===== src/rtl/linear_backward_pkg.sv =====
// Shared types and constants for the linear-layer backward pass.
// Holds the float32 word type, FSM states and a few IEEE-754 helpers.
package linear_backward_pkg;

  localparam int unsigned FP_W = 32;

  typedef logic [FP_W-1:0] f32_t;

  typedef enum logic [1:0] {
    ST_IDLE  = 2'd0,
    ST_ACCUM = 2'd1,
    ST_DONE  = 2'd2
  } state_t;

  localparam f32_t FP_POS_ZERO = 32'h0000_0000;
  localparam f32_t FP_QNAN     = 32'h7FC0_0000;

  function automatic f32_t fp_inf(input logic s);
    return {s, 8'hFF, 23'd0};
  endfunction

  function automatic f32_t fp_zero(input logic s);
    return {s, 31'd0};
  endfunction

endpackage


===== src/rtl/linear_backward_fp_mac.sv =====
// Combinational float32 multiply-add: sum_c = acc + a*b, each op rounded
// to nearest-even, denormal operands and underflowing results flushed to zero.
module fp_mac
  import linear_backward_pkg::*;
(
  input  logic [FP_W-1:0] acc,
  input  logic [FP_W-1:0] a,
  input  logic [FP_W-1:0] b,
  output logic [FP_W-1:0] sum_c
);

  function automatic f32_t fp_mul(input f32_t x, input f32_t y);
    logic               s;
    logic               x_zero, y_zero, x_inf, y_inf, x_nan, y_nan;
    logic [47:0]        p;
    logic [23:0]        m;
    logic [24:0]        mr;
    logic               g, st;
    logic signed [9:0]  e;
    f32_t               r;
    s      = x[31] ^ y[31];
    x_zero = (x[30:23] == 8'd0);
    y_zero = (y[30:23] == 8'd0);
    x_inf  = (x[30:23] == 8'hFF) && (x[22:0] == 23'd0);
    y_inf  = (y[30:23] == 8'hFF) && (y[22:0] == 23'd0);
    x_nan  = (x[30:23] == 8'hFF) && (x[22:0] != 23'd0);
    y_nan  = (y[30:23] == 8'hFF) && (y[22:0] != 23'd0);
    p = 48'({1'b1, x[22:0]}) * 48'({1'b1, y[22:0]});
    e = $signed({2'b00, x[30:23]}) + $signed({2'b00, y[30:23]}) - 10'sd127;
    if (p[47]) begin
      m  = p[47:24];
      g  = p[23];
      st = |p[22:0];
      e  = e + 10'sd1;
    end else begin
      m  = p[46:23];
      g  = p[22];
      st = |p[21:0];
    end
    mr = {1'b0, m} + 25'(g & (st | m[0]));
    if (x_nan || y_nan || (x_inf && y_zero) || (y_inf && x_zero)) begin
      r = FP_QNAN;
    end else if (x_inf || y_inf) begin
      r = fp_inf(s);
    end else if (x_zero || y_zero || (e <= 10'sd0)) begin
      r = fp_zero(s);
    end else begin
      e = e + $signed({9'd0, mr[24]});
      if (e >= 10'sd255) r = fp_inf(s);
      else               r = {s, e[7:0], mr[24] ? mr[23:1] : mr[22:0]};
    end
    return r;
  endfunction

  function automatic f32_t fp_add(input f32_t x, input f32_t y);
    logic               x_zero, y_zero, x_inf, y_inf, x_nan, y_nan;
    f32_t               big, sml, r;
    logic [7:0]         d;
    logic [53:0]        ext;
    logic [26:0]        mb, ms, m27;
    logic [27:0]        sum28;
    logic [24:0]        mr;
    logic [4:0]         lz;
    logic               found, g, st;
    logic signed [9:0]  e;
    x_zero = (x[30:23] == 8'd0);
    y_zero = (y[30:23] == 8'd0);
    x_inf  = (x[30:23] == 8'hFF) && (x[22:0] == 23'd0);
    y_inf  = (y[30:23] == 8'hFF) && (y[22:0] == 23'd0);
    x_nan  = (x[30:23] == 8'hFF) && (x[22:0] != 23'd0);
    y_nan  = (y[30:23] == 8'hFF) && (y[22:0] != 23'd0);
    big = (y[30:0] > x[30:0]) ? y : x;
    sml = (y[30:0] > x[30:0]) ? x : y;
    d   = big[30:23] - sml[30:23];
    mb  = {1'b1, big[22:0], 3'b000};
    // Shifted-out bits collapse into a sticky LSB below guard/round.
    ext = 54'({1'b1, sml[22:0], 30'd0}) >> ((d > 8'd31) ? 5'd31 : d[4:0]);
    ms  = {ext[53:28], ext[27] | (|ext[26:0])};
    e   = $signed({2'b00, big[30:23]});
    m27 = 27'd0;
    if (big[31] == sml[31]) begin
      sum28 = {1'b0, mb} + {1'b0, ms};
      if (sum28[27]) begin
        m27 = {sum28[27:2], sum28[1] | sum28[0]};
        e   = e + 10'sd1;
      end else begin
        m27 = sum28[26:0];
      end
    end else begin
      sum28 = 28'd0;
      m27   = mb - ms;
    end
    lz    = 5'd0;
    found = 1'b0;
    for (int k = 26; k >= 0; k--) begin
      if (!found) begin
        if (m27[k]) found = 1'b1;
        else        lz = lz + 5'd1;
      end
    end
    m27 = m27 << lz;
    e   = e - $signed({5'd0, lz});
    g   = m27[2];
    st  = |m27[1:0];
    mr  = {1'b0, m27[26:3]} + 25'(g & (st | m27[3]));
    if (x_nan || y_nan || (x_inf && y_inf && (x[31] != y[31]))) begin
      r = FP_QNAN;
    end else if (x_inf) begin
      r = x;
    end else if (y_inf) begin
      r = y;
    end else if (x_zero && y_zero) begin
      r = fp_zero(x[31] & y[31]);
    end else if (x_zero) begin
      r = y;
    end else if (y_zero) begin
      r = x;
    end else if (!found) begin
      r = FP_POS_ZERO;
    end else if (e <= 10'sd0) begin
      r = fp_zero(big[31]);
    end else begin
      e = e + $signed({9'd0, mr[24]});
      if (e >= 10'sd255) r = fp_inf(big[31]);
      else               r = {big[31], e[7:0], mr[24] ? mr[23:1] : mr[22:0]};
    end
    return r;
  endfunction

  f32_t prod;

  assign prod  = fp_mul(a, b);
  assign sum_c = fp_add(acc, prod);

endmodule


===== src/rtl/linear_backward.sv =====
// Backward pass of a fully connected layer: grad_in = grad_out * W^T,
// computed one float32 multiply-accumulate per cycle on captured operands.
module linear_backward
  import linear_backward_pkg::*;
#(
  parameter int unsigned INPUT_SIZE  = 4,
  parameter int unsigned OUTPUT_SIZE = 4,
  parameter int unsigned COUNT       = 1
) (
  input  logic                                           clk,
  input  logic                                           rst,
  input  logic                                           enable,
  input  logic [COUNT-1:0][OUTPUT_SIZE-1:0][FP_W-1:0]      grad_out,
  input  logic [INPUT_SIZE-1:0][OUTPUT_SIZE-1:0][FP_W-1:0] weights,
  output logic [COUNT-1:0][INPUT_SIZE-1:0][FP_W-1:0]       grad_in,
  output logic                                           busy,
  output logic                                           done
);

  localparam int unsigned R_W = (COUNT > 1)       ? $clog2(COUNT)       : 1;
  localparam int unsigned I_W = (INPUT_SIZE > 1)  ? $clog2(INPUT_SIZE)  : 1;
  localparam int unsigned J_W = (OUTPUT_SIZE > 1) ? $clog2(OUTPUT_SIZE) : 1;

  state_t                                           state;
  logic [R_W-1:0]                                   r_idx;
  logic [I_W-1:0]                                   i_idx;
  logic [J_W-1:0]                                   j_idx;
  f32_t                                             acc;
  logic [COUNT-1:0][OUTPUT_SIZE-1:0][FP_W-1:0]      g_q;
  logic [INPUT_SIZE-1:0][OUTPUT_SIZE-1:0][FP_W-1:0] w_q;
  f32_t                                             mac_sum_c;
  logic                                             last_r, last_i, last_j;

  assign last_r = (r_idx == R_W'(COUNT - 1));
  assign last_i = (i_idx == I_W'(INPUT_SIZE - 1));
  assign last_j = (j_idx == J_W'(OUTPUT_SIZE - 1));

  fp_mac u_fp_mac (
    .acc   (acc),
    .a     (g_q[r_idx][j_idx]),
    .b     (w_q[i_idx][j_idx]),
    .sum_c (mac_sum_c)
  );

  // Control, counters, accumulator and result registers.
  always_ff @(posedge clk) begin
    if (rst) begin
      state   <= ST_IDLE;
      busy    <= 1'b0;
      done    <= 1'b0;
      r_idx   <= '0;
      i_idx   <= '0;
      j_idx   <= '0;
      acc     <= FP_POS_ZERO;
      g_q     <= '0;
      w_q     <= '0;
      grad_in <= '0;
    end else begin
      unique case (state)
        ST_IDLE: begin
          if (enable) begin
            g_q   <= grad_out;
            w_q   <= weights;
            r_idx <= '0;
            i_idx <= '0;
            j_idx <= '0;
            acc   <= FP_POS_ZERO;
            busy  <= 1'b1;
            state <= ST_ACCUM;
          end
        end
        ST_ACCUM: begin
          if (last_j) begin
            // Dot product for (r,i) complete: commit and restart from +0.0.
            grad_in[r_idx][i_idx] <= mac_sum_c;
            acc   <= FP_POS_ZERO;
            j_idx <= '0;
            if (last_i) begin
              i_idx <= '0;
              if (last_r) begin
                r_idx <= '0;
                busy  <= 1'b0;
                done  <= 1'b1;
                state <= ST_DONE;
              end else begin
                r_idx <= r_idx + R_W'(1);
              end
            end else begin
              i_idx <= i_idx + I_W'(1);
            end
          end else begin
            acc   <= mac_sum_c;
            j_idx <= j_idx + J_W'(1);
          end
        end
        ST_DONE: begin
          if (!enable) begin
            done  <= 1'b0;
            state <= ST_IDLE;
          end
        end
        default: begin
          busy  <= 1'b0;
          done  <= 1'b0;
          state <= ST_IDLE;
        end
      endcase
    end
  end

endmodule


===== config.mk =====
export PLATFORM = sky130hd
export DESIGN_NAME = linear_backward
export DESIGN_NICKNAME = d
export VERILOG_FILES = /design/src/rtl/linear_backward_pkg.sv /design/src/rtl/linear_backward_fp_mac.sv /design/src/rtl/linear_backward.sv
export SDC_FILE = /design/constraint.sdc
export NUM_CORES = 2
export LEC_CHECK = 0
export BUFFER_PORTS_ARGS = -buffer_cell sky130_fd_sc_hd__buf_2
export CORE_UTILIZATION = 49
export DETAILED_ROUTE_END_ITERATION = 10
export PLACE_DENSITY_LB_ADDON = 0.15
export SYNTH_ARGS = -nofsm -noshare
export SYNTH_HDL_FRONTEND = slang
export SYNTH_SLANG_ARGS = --single-unit

===== constraint.sdc =====
create_clock -name clk -period 37.5 [get_ports clk]
set_input_delay 7.5 -clock clk [delete_from_list [all_inputs] [get_ports clk]]
set_output_delay 7.5 -clock clk [all_outputs]
set_load 0.01 [all_outputs]

Yosys cells after proc, flatten, opt, wreduce, memory -nomap -nowiden
Cells that the tools add are included.
Word-level totals
  output and inout port bits: 130
  bits in registers: 809
  logic and storage cells: 333
Cells by class
  equality and inequality tests: 15
  shift operators: 2
  mux-type cells: 173
  bitwise logic cells: 10
  add/subtract/negate cells: 41
  reductions and logical operators: 49
  multiply operators: 1
  magnitude comparators: 11
Operator list (number)
  32-bit two-way mux: 15
  128-bit two-way mux: 3
  5-bit two-way mux: 53
  128-bit binary-select mux with 2-bit select: 1
  31-bit two-way mux: 5
  32-bit binary-select mux with 2-bit select: 2
  128-bit bitwise mux: 1
  5-bit by 1-bit adder with 5-bit output (second input constant): 25
  23-bit zero test: 4
  23-bit nonzero test: 4
  1-bit two-way mux: 68
  32-bit demux with 2-bit select: 1
  32-bit case mux with 2 select lines: 1
  27-bit two-way mux: 2
  54-bit by 5-bit >> shifter with 54-bit output: 1
  24-bit by 25-bit adder with 25-bit output: 2
  1-bit by 25-bit AND with 25-bit output: 2
  24-bit by 24-bit multiplier with 48-bit output: 1
  23-bit two-way mux: 2
  8-bit equality test (second input constant): 4
  8-bit zero test: 4
  31-bit greater-than comparator: 1
  10-bit two-way mux: 3
  27-bit by 27-bit adder with 28-bit output: 1
  other kinds (46): 96

Depth between registers and ports, before layout
  depth after elaboration: 125
  gate-level depth with buffers: 206
  mapped depth without buffers: 188

Cells and area by module
Synthesis repeated with hierarchy kept, for this count alone.
Second synthesis, totals
  cells, all modules: 9225
  area total of the unflattened synthesis: 71742.6 um^2
By module, submodules not included
  fp_mac: instances 1, area an instance 39381.5 um^2, cells an instance 5423
  linear_backward: instances 1, area an instance 32361.0 um^2, cells an instance 3802

Worst setup path after synthesis
OpenSTA, ideal clock, no wires.
  kind: register -> register
  start point: reg j_idx[1]
  end point: reg grad_in[14] (netlist name)
  arrival: 38.837 ns
  path slack: -1.407 ns
  library setup time: 0.070 ns
  period minus slack after synthesis: 38.907 ns
  stages on the path, launching flop included: 191
  path through: dfxtp_1 > buf_1 > clkbuf_1 > clkbuf_1 > buf_1 > clkbuf_1 > mux2_2 > o21ai_1 > clkbuf_1 > nor2_1 > fa_1 > fa_1 > inv_1 > fa_1 > inv_1 > fa_1 > inv_1 > fa_1 > [155 not listed] > nand4_1 > or4_4 > nor4_4 > and2_1 > buf_4 > ha_1 > ha_1 > and3_1 > and3_1 > a22oi_1 > o21ai_0 > nand2_1 > nor3_1 > nand3_2 > and3b_1 > o22ai_2 > or3_1 > a21oi_1
Between the ends
  word-level cells in the longest chain between the ends: 121
Ends and longest elaborated chain
  start: declaration: RTL line linear_backward.sv:27  | logic [J_W-1:0] j_idx;
  start signal: assignment: RTL line linear_backward.sv:93  | j_idx <= j_idx + J_W'(1);
  32-bit binary-select mux with 2-bit select (on tied branches): RTL line linear_backward.sv:40, linear_backward.sv:41
  32-bit two-way mux (on tied branches): RTL line linear_backward.sv:40, linear_backward.sv:41
  24-bit by 24-bit multiplier with 48-bit output: RTL line linear_backward_fp_mac.sv:28  | p = 48'({1'b1, x[22:0]}) * 48'({1'b1, y[22:0]});
  23-bit OR reduction / 22-bit OR reduction (equally long branches): RTL line linear_backward_fp_mac.sv:33, linear_backward_fp_mac.sv:38
  1-bit two-way mux: RTL line linear_backward_fp_mac.sv:30  | if (p[47]) begin
  1-bit OR: RTL line linear_backward_fp_mac.sv:40  | mr = {1'b0, m} + 25'(g & (st | m[0]));
  1-bit by 25-bit AND with 25-bit output: RTL line linear_backward_fp_mac.sv:40
  24-bit by 25-bit adder with 25-bit output: RTL line linear_backward_fp_mac.sv:40
  [105 not listed]
  32-bit two-way mux: RTL line linear_backward_fp_mac.sv:118  | end else if (!found) begin
  32-bit two-way mux: RTL line linear_backward_fp_mac.sv:116  | end else if (y_zero) begin
  32-bit two-way mux: RTL line linear_backward_fp_mac.sv:114  | end else if (x_zero) begin
  32-bit two-way mux: RTL line linear_backward_fp_mac.sv:112  | end else if (x_zero && y_zero) begin
  32-bit two-way mux: RTL line linear_backward_fp_mac.sv:110  | end else if (y_inf) begin
  32-bit two-way mux: RTL line linear_backward_fp_mac.sv:108  | end else if (x_inf) begin
  32-bit two-way mux: RTL line linear_backward_fp_mac.sv:106  | if (x_nan || y_nan || (x_inf && y_inf && (x[31] != y[31]))) begin
  128-bit bitwise mux: RTL line linear_backward.sv:75  | grad_in[r_idx][i_idx] <= mac_sum_c;
  end signal: indexed assignment: RTL line linear_backward.sv:75
  end: declaration: RTL line linear_backward.sv:15  | output logic [COUNT-1:0][INPUT_SIZE-1:0][FP_W-1:0] grad_in,
Several ways; a longest one is shown, not always the timed one. The select of a mux whose other input is x is not followed.
A chain may end at the register's enable or synchronous reset.

Worst setup path after layout
  start point: reg i_idx[0]
  end point: reg grad_in[22] (netlist name)
Between the ends
  word-level cells in the longest chain between the ends: 123
Ends and longest elaborated chain
  start: declaration: RTL line linear_backward.sv:26  | logic [I_W-1:0] i_idx;
  start signal: assignment: RTL line linear_backward.sv:89  | i_idx <= i_idx + I_W'(1);
  128-bit binary-select mux with 2-bit select: RTL line linear_backward.sv:41  | .b (w_q[i_idx][j_idx]),
  128-bit two-way mux (not written as such): RTL line linear_backward.sv:41
  32-bit binary-select mux with 2-bit select: RTL line linear_backward.sv:41
  32-bit two-way mux (not written as such): RTL line linear_backward.sv:41
  24-bit by 24-bit multiplier with 48-bit output: RTL line linear_backward_fp_mac.sv:28
  23-bit OR reduction / 22-bit OR reduction (equally long branches): RTL line linear_backward_fp_mac.sv:33, linear_backward_fp_mac.sv:38
  1-bit two-way mux: RTL line linear_backward_fp_mac.sv:30
  1-bit OR: RTL line linear_backward_fp_mac.sv:40
  [107 not listed]
  32-bit two-way mux: RTL line linear_backward_fp_mac.sv:118
  32-bit two-way mux: RTL line linear_backward_fp_mac.sv:116
  32-bit two-way mux: RTL line linear_backward_fp_mac.sv:114
  32-bit two-way mux: RTL line linear_backward_fp_mac.sv:112
  32-bit two-way mux: RTL line linear_backward_fp_mac.sv:110
  32-bit two-way mux: RTL line linear_backward_fp_mac.sv:108
  32-bit two-way mux: RTL line linear_backward_fp_mac.sv:106
  128-bit bitwise mux (*): RTL line linear_backward.sv:75
Mark *: on every way between the ends. The rest lies on a longest branch, timed or not. The select of a mux whose other input is x is not followed.

==> impl_metrics.tcl <==
set metrics [dict create \
    core_region_area_um2 143000 \
    critPathKind "register to register" \
    postCtsHoldBufs 0 \
    layout_common_cells "nand2_1, a21oi_1, dfxtp_1, buf_2, inv_1" \
    htreeDepth 3 \
    cp_slowest_cell "fa_2" \
    port_buffers 772 \
    synth_top_area_share_pct 22.8 \
    clock_latency_ns 0.73 \
    status "completed" \
    antenna_found_initial 70 \
    io_pins 773 \
    synthCells 9119 \
    drcViolationCount 0 \
    dieHeight_um 382 \
    syn_to_final_growth_pct 18.9 \
    wl_per_cell_um 26.2 \
    vias_per_cell 6.12 \
    syn_nets 10600 \
    drt-pass1-iter-count 6 \
    finalSetupViolations 0 \
    netlist_area_um2 70900 \
    drv_cap 0 \
    grt_usage_pct 41.0 \
    grt_overflow_total 0 \
    finClkSkew_ns 0.0769 \
    grt_max_degree 194 \
    ys_seq_area_share_pct 22.8 \
    dieArea_um2 146000 \
    min_path_cells 2 \
    end_kind "register" \
    nNetsFinal 11400 \
    globalplace.congestion 1.03 \
    synth_edf_count 0 \
    vias 73300 \
    ys_types 133 \
    hold_viol_final 0 \
    rows 139 \
    grt_pass1_wl_mm 450 \
    path_max_fanout 15 \
    critical_path.top_delay_family "compound AO/OA/AOI/OAI gates" \
    cts_inserted_buffers 85 \
    arrival_ns 36.48 \
    crit_required_ns 38.07 \
    critPathMostFrequentCell "ha_1" \
    min_period_over_period_pct 95.8 \
    synth-seq-cells 808 \
    die_x_um 382 \
    cp_num_buf_inv 24 \
    ys.flop_type "dfxtp_1" \
    worstMarginPinSlew_ns 1.24 \
    grt_pass1_vias 69400 \
    synthArstFlopShare_pct 0 \
    r2r_start "i_idx[0]" \
    place_ws_ns -0.204 \
    drive_above_1_share_pct 20.5 \
    final_common_cell "nand2_1" \
    min_to "w_q[286]" \
    drv_slew 0 \
    cts_tree "built" \
    rr_worst_depth 186 \
    wl_mm 315 \
    synthTopCellsByArea "dfxtp_1, fa_1, nand2_1, a21oi_1, ha_1" \
    synth_area_per_cell_um2 7.77 \
    max_freq_mhz 27.8 \
    path_clk_slew_ns 0.07 \
    setup_ws_ns 1.59 \
    r2r_setup_slack_ns 1.59 \
    drt_iter0_drc 8802 \
    yosysWarnings 0 \
    cp-start-kind "register" \
    yosysTopAreaCell "dfxtp_1" \
    ant_nets 0 \
    dp_hpwl_mm 245 \
    clk_path_buf_depth 3 \
    cts.sinks 808 \
    min_period_ns 35.91 \
    slew_headroom_pct 17.1 \
    initial_core_util_pct 49.4 \
    hp-start "w_q[286]" \
    slowest_delay_ns 0.62 \
    r2r_end "grad_in[22]" \
    hp-class "register to register" \
    root_buffer "clkbuf_16" \
]
## worst reg2reg max path: cells and delay by family, from the launching register on
kind	cells	cell delay, ns
buffers and inverters	24	3.02
XOR/XNOR	5	0.81
adder cells (fa/ha/maj)	30	9.48
flip-flops	1	0.40
AND/OR/NAND/NOR	45	8.43
AO/OA/AOI/OAI	70	10.84
multiplexers	12	2.81
## logic make-up (layout without fill, tap and decap cells)
group                    count (synthesis)  count (layout)  synth area share (%)
AND/OR/NAND/NOR                       3556            3556                  21.8
AO/OA/AOI/OAI                         2024            2024                  17.9
buffers and inverters                 1370            2295                  7.42
flip-flops                             808             808                  22.8
adder cells (fa/ha/maj)                792             792                  19.1
multiplexers                           357             359                  8.06
XOR/XNOR                               212             212                  2.91
other                                    0              43                     0
## what timing repair did
action                                  4_1_cts  5_1_grt
endpoints found under the setup margin      139      155
pin swaps                                     1      120
resized for setup                            10      258
buffers inserted                              3      125
cloned                                        0       13
## synth_stat cells, drive strengths merged, types with 42 or more instances
master,number
a22oi,42
a21oi,1015
a31oi,45
nand2,2034
o211ai,44
ha,305
clkbuf,490
dfxtp,808
nand2b,55
nand4,87
or2,42
o21ai,272
nor3,148
and2,73
buf,105
mux2i,124
and3,64
nand3,110
mux4,163
fa,485
a21o,68
a211oi,104
nor4,65
mux2,70
inv,762
or3,53
xnor2,134
o31ai,43
xor2,67
nor2,718
## sequential cells by signal (all words and copies together), names as in the netlist
name	flops
grad_in	128
state	2
i_idx	2
g_q	128
busy	1
acc	32
done	1
w_q	512
j_idx	2
## metrics by stage
step	util [%]	instance area [um^2]	hold slack, ns	cells	TNS (ns)
after global placement	54.8	78600	0.439	11700	0
final	58.7	84200	0.451	12000	0
after CTS	56.8	81500	0.449	11800	0
after floorplan	-	70900	0.433	9119	0
after detailed placement	54.8	78600	0.442	11700	-2.90
after global routing	58.7	84200	0.463	12000	-28.31
## area by class of cell
type / instances / area, um^2
Clock inverter: 32 / 420
Antenna cell: 43 / 108
Inverter: 775 / 2940
Sequential cell: 808 / 16200
Multi-Input combinational cell: 6943 / 50500
Tap cell: 1903 / 2380
Timing Repair Buffer: 1367 / 9220
Clock buffer: 121 / 2450
Fill cell: 13500 / 59200
## how the worst max path moves through the flow
stage / from / endpoint / slack (ns) / cells after the start
after floorplan: i_idx[0] / grad_in[14] / 0.02 / 192
after global placement: i_idx[0] / grad_in[15] / 0.20 / 178
after detailed placement: i_idx[0] / grad_in[79] / -0.20 / 181
after CTS: i_idx[0] / grad_in[107] / 0.001 / 180
after global routing: i_idx[0] / grad_in[117] / -0.35 / 193
final: i_idx[0] / grad_in[22] / 1.59 / 186
## routing by layer
layer  global-route usage (%)  up-vias  wire length, um
met1                     54.6    35900           125000
met4                     19.4       34            17600
li1                         -    32700                -
met3                     8.66      720            34200
met5                        0        -              212
met2                     63.2     4061           137000
Power is not shown: default switching activity piles up to over one toggle a cycle in this logic, so the estimate is an artifact.
